`src/rtl/bcd_convert_sequencer.sv`:
```
// Shared sequential double-dabble binary-to-BCD converter with a two-way
// round-robin front end; one shift/add-3 iteration per clock.

module bcd_digit_adj (
  input  logic [3:0] din,
  output logic [3:0] dout
);
  assign dout = (din >= 4'd5) ? din + 4'd3 : din;
endmodule

module bcd_convert_sequencer #(
  parameter int BIN_W = 12
) (
  input  logic             clk,
  input  logic             rst,
  input  logic             req0,
  input  logic [BIN_W-1:0] bin0,
  input  logic             req1,
  input  logic [BIN_W-1:0] bin1,
  output logic             ack0,
  output logic             ack1,
  output logic             busy,
  output logic             valid,
  output logic             src,
  output logic [3:0]       ribuan,
  output logic [3:0]       ratusan,
  output logic [3:0]       puluhan,
  output logic [3:0]       satuan
);
  localparam int NUM_DIG = 4;
  localparam int ACC_W   = 4 * NUM_DIG;
  localparam int CNT_W   = $clog2(BIN_W + 1);
  localparam logic [CNT_W-1:0] LAST = CNT_W'(BIN_W - 1);

  typedef enum logic {IDLE, SHIFT} state_t;

  state_t                          state, state_nxt;
  logic [BIN_W-1:0]                opnd, opnd_nxt;
  logic [ACC_W-1:0]                acc, acc_nxt;
  logic [CNT_W-1:0]                cnt, cnt_nxt;
  logic                            ptr, ptr_nxt;
  logic                            gnt, gnt_nxt;
  logic                            ack0_q, ack0_nxt, ack1_q, ack1_nxt;
  logic                            busy_q, busy_nxt, valid_q, valid_nxt;
  logic                            src_q, src_nxt;
  logic [NUM_DIG-1:0][3:0]         dig, dig_nxt;

  // add-3 correction applied to every digit before the shift
  logic [NUM_DIG-1:0][3:0]         adj;
  genvar g;
  generate
    for (g = 0; g < NUM_DIG; g++) begin : g_dig
      bcd_digit_adj u_adj (.din(acc[4*g +: 4]), .dout(adj[g]));
    end
  endgenerate

  logic [ACC_W+BIN_W-1:0] sh;
  logic [ACC_W-1:0]       acc_sh;
  logic [BIN_W-1:0]       opnd_sh;
  assign sh      = {adj, opnd} << 1;
  assign acc_sh  = sh[ACC_W+BIN_W-1:BIN_W];
  assign opnd_sh = sh[BIN_W-1:0];

  // lone requester wins; the pointer only breaks ties
  logic gsel;
  assign gsel = req1 & (~req0 | ptr);

  always_comb begin
    state_nxt = state;
    opnd_nxt  = opnd;
    acc_nxt   = acc;
    cnt_nxt   = cnt;
    ptr_nxt   = ptr;
    gnt_nxt   = gnt;
    ack0_nxt  = 1'b0;
    ack1_nxt  = 1'b0;
    busy_nxt  = busy_q;
    valid_nxt = 1'b0;
    src_nxt   = src_q;
    dig_nxt   = dig;
    case (state)
      IDLE: begin
        if (req0 | req1) begin
          opnd_nxt  = gsel ? bin1 : bin0;
          acc_nxt   = '0;
          cnt_nxt   = '0;
          ack0_nxt  = ~gsel;
          ack1_nxt  = gsel;
          busy_nxt  = 1'b1;
          gnt_nxt   = gsel;
          ptr_nxt   = ~gsel;
          state_nxt = SHIFT;
        end
      end
      SHIFT: begin
        acc_nxt  = acc_sh;
        opnd_nxt = opnd_sh;
        cnt_nxt  = cnt + 1'b1;
        if (cnt == LAST) begin
          dig_nxt   = acc_sh;
          src_nxt   = gnt;
          valid_nxt = 1'b1;
          busy_nxt  = 1'b0;
          state_nxt = IDLE;
        end
      end
      default: state_nxt = IDLE;
    endcase
  end

  always_ff @(posedge clk) begin
    if (rst) begin
      state   <= IDLE;
      opnd    <= '0;
      acc     <= '0;
      cnt     <= '0;
      ptr     <= 1'b0;
      gnt     <= 1'b0;
      ack0_q  <= 1'b0;
      ack1_q  <= 1'b0;
      busy_q  <= 1'b0;
      valid_q <= 1'b0;
      src_q   <= 1'b0;
      dig     <= '0;
    end else begin
      state   <= state_nxt;
      opnd    <= opnd_nxt;
      acc     <= acc_nxt;
      cnt     <= cnt_nxt;
      ptr     <= ptr_nxt;
      gnt     <= gnt_nxt;
      ack0_q  <= ack0_nxt;
      ack1_q  <= ack1_nxt;
      busy_q  <= busy_nxt;
      valid_q <= valid_nxt;
      src_q   <= src_nxt;
      dig     <= dig_nxt;
    end
  end

  assign ack0    = ack0_q;
  assign ack1    = ack1_q;
  assign busy    = busy_q;
  assign valid   = valid_q;
  assign src     = src_q;
  assign ribuan  = dig[3];
  assign ratusan = dig[2];
  assign puluhan = dig[1];
  assign satuan  = dig[0];

endmodule

```
`config.mk`:
```
export PLATFORM = sky130hd
export DESIGN_NAME = bcd_convert_sequencer
export DESIGN_NICKNAME = d
export VERILOG_FILES = /design/src/rtl/bcd_convert_sequencer.sv
export SDC_FILE = /design/constraint.sdc
export NUM_CORES = 1
export LEC_CHECK = 0
export ABC_AREA = 1
export CAP_MARGIN = 30
export CORE_MARGIN = 2
export CORE_UTILIZATION = 50
export CTS_BUF_LIST = sky130_fd_sc_hd__clkbuf_4
export CTS_CLUSTER_DIAMETER = 120
export DETAILED_ROUTE_END_ITERATION = 10
export PLACE_DENSITY = 0.8
export SLEW_MARGIN = 25
export SYNTH_ARGS = -nofsm -noshare
export SYNTH_HDL_FRONTEND = slang
export SYNTH_HIERARCHICAL = 1
export SYNTH_SLANG_ARGS = --single-unit
```
`constraint.sdc`:
```
create_clock -name clk -period 1.7 [get_ports clk]
set_clock_uncertainty 0.2 [all_clocks]
set_input_delay 0.51 -clock clk [delete_from_list [all_inputs] [get_ports clk]]
set_output_delay 0.51 -clock clk [all_outputs]
set_load 0.01 [all_outputs]
```
==> out/qor.txt, run 1 <==
Row cnt = 27
VDD IR max = 0.3690 mV
Fin crit share = 0.9732
CP startpoint = ack1
Placed cell count = 542
Final Setup Violations = 0
CP Depth = 1
Post-Syn Instances = 416
Routed WL = 6164 µm
CP Buf/Inv Count = 1
Leak = 0.001626 µW
Gr usage total = 0.2072
Share of cells above drive strength 1 = 0.2599
Hold path cells = 2
WP data arrival = 0.94 ns
Worst-path maximum fanout = 1
Critical path type = reg2out
Net count, final = 517
Measured slew at the worst slew-check pin = 0.3499 ns
Synth Warn # = 6
Ant diodes = 0
Routed Antenna Nets = 0
Initial antenna violation count = 0
Slowest-stage cell, CP = dfxtp_2
Wire per inst = 11.15 µm
Fin area = 3605 µm²
Max incr delay on CP = 0.34 ns
Sink Count = 56
Nature of the critical path endpoint = primary output
Worst EP required = 0.99 ns
Cell Count, Final, Fillers Out = 553
Slew Limit Fails = 0
PortBufs = 48
Worst R2R End = opnd[4]
Core ar. = 5574 µm²
RR Startpoint = state
Pin count of the biggest net entering global routing = 32
Placed Area = 3572 µm²
Vias in the first global route = 2,546
PwrDens = 632.8 nW/µm²
CTS Buf Count = 5
R2R cell count = 5
Min Tclk post-route = 1.654 ns
Critical Path, Cell by Cell = clkdlybuf4s15_2
Area of the die = 6434 µm²
Fill count = 512
Via-per-instance ratio = 4.872
Hold Crit Endpoint = busy
Num ports = 49
FMAX = 0.6045 GHz
Clock transition at path regs = 0.15 ns
Hold WC Path Type = reg2reg
Max-slew headroom = 0.7664
Pwr Total = 2281 µW
Worst path top cell family by delay = flip-flops
Drt first pass iters = 4
Initial DRC count = 95
Max cap viols = 0
Mapped Area = 2904 µm²
Starting Density = 0.5210
Status = finished, final reports clean
Startpoint Class = flop
Clock Tree Buf Depth = 2
Syn_area_per_cell = 6.981 µm²
CTS tree = yes
Latest clock arrival within the worst-skew pair = 0.38 ns
Drc violations = 0
Total grt overflow = 0
Gpl congestion = 0.8290
Hold path start = busy
Post-synth net total = 453
Hold buffers post-CTS = 0
RSZ-0062 raised after global routing = false
Die Y = 80.21 µm
Setup slack, reg-to-reg = 0.11 ns
Syn-to-layout area delta = 24.13%
Hold Vio Cnt, Final = 0
Wire length of the first global-routing pass = 10,700 µm
H-tree depth = 2
Clk root buf = clkbuf_4
Post-DP HPWL = 4598 µm
Die X = 80.21 µm
Routed via count = 2,694
Final hold slack = 0.2530 ns
## area by class of cell
| type | instances | area (µm²) | share of cell area |
|---|---|---|---|
| well taps | 72 | 90.09 | 0.02499 |
| inverters | 56 | 210.2 | 0.05831 |
| clock inverters | 1 | 8.758 | 0.002430 |
| multi-input cells | 287 | 1475 | 0.4092 |
| repair buffers | 74 | 618.1 | 0.1715 |
| clock buffers | 7 | 52.55 | 0.01458 |
| flip-flops and latches | 56 | 1150 | 0.3190 |
## cells in the final DEF (no fill, tap or decap)
master           count
nand3_1             37
nand3_4              1
dfxtp_2             23
clkinv_4             1
nand4_1              1
clkbuf_2            14
inv_2                5
dlymetal6s2s_1       1
ha_1                 9
nor3_1               3
nor3b_1              1
buf_12               2
a21oi_2             12
o21ai_2              4
dfxtp_1             33
nor2_1              16
clkdlybuf4s15_1      2
clkbuf_4             7
nor3_4               1
buf_4               23
nand2_1            144
clkdlybuf4s50_1     26
nor2_4              10
clkdlybuf4s15_2      1
buf_6                1
o22ai_1              1
inv_1               51
nor2_2               2
a21oi_1             22
buf_2                4
nand2_2             14
o21ai_0              9
## timing repair
item | CTS | global route
buffers inserted | 1 | 2
resized for setup | 56 | 35
pin swaps | 0 | 2
endpoints found under the setup margin | 21 | 40
## metal layers
metal	share of wire	vias up	wire, µm	global-route usage
li1	-	1415	-	-
met1	0.44	1199	2685	0.2519
met2	0.50	71	3084	0.3658
met3	0.046	9	286	0.03483
met4	0.018	0	108	0.07458
met5	0	-	0	0
## registers in the layout (all words and copies together) (netlist names)
register,cells
satuan,4
ack1,1
busy,1
acc,16
opnd,12
cnt,4
puluhan,4
src,1
ptr,1
gnt,1
ack0,1
ratusan,4
state,1
valid,1
ribuan,4
## power by group
group	switching [µW]	leakage, µW	internal, µW
Clock	403	0.0000363	199
Sequential	21.7	0.000466	1350
Combinational	159	0.00112	149
## metrics by stage
step	setup TNS [ns]	util	worst slack (ns)
2_1_floorplan	0	-	0.2464
4_1_cts	0	0.6563	0.001382
5_1_grt	0	0.6467	0.003050
3_5_place_dp	-11.79	0.6409	-0.3027
3_3_place_gp	-10.34	0.6409	-0.2976
6_report	0	0.6467	0.04561
## worst max-delay path by stage
stage                     end  slack (ns)
global placement      opnd[6]       -0.30
detailed placement    opnd[6]       -0.30
CTS                 ribuan[3]       0.001
global route             ack1       0.003
floorplan             acc[10]        0.25
finish                   ack1        0.05
## worst min-delay path, cell delays in order (launching register included)
cell,delay [ns]
dfxtp_2,0.35
nand2_1,0.05
nand2_1,0.04
(Power assumes the default switching activity.)
==> inputs of run 2 (changes only) <==
--- a/config.mk
+++ b/config.mk
@@ -11,7 +11,9 @@
 export CORE_UTILIZATION = 50
 export CTS_BUF_LIST = sky130_fd_sc_hd__clkbuf_4
 export CTS_CLUSTER_DIAMETER = 120
+export CTS_CLUSTER_SIZE = 24
 export DETAILED_ROUTE_END_ITERATION = 10
+export GPL_ROUTABILITY_DRIVEN = 0
 export PLACE_DENSITY = 0.8
 export SLEW_MARGIN = 25
 export SYNTH_ARGS = -nofsm -noshare
==> results of run 2 <==
Final layout, timing and power as in run 1 (identical DEF).
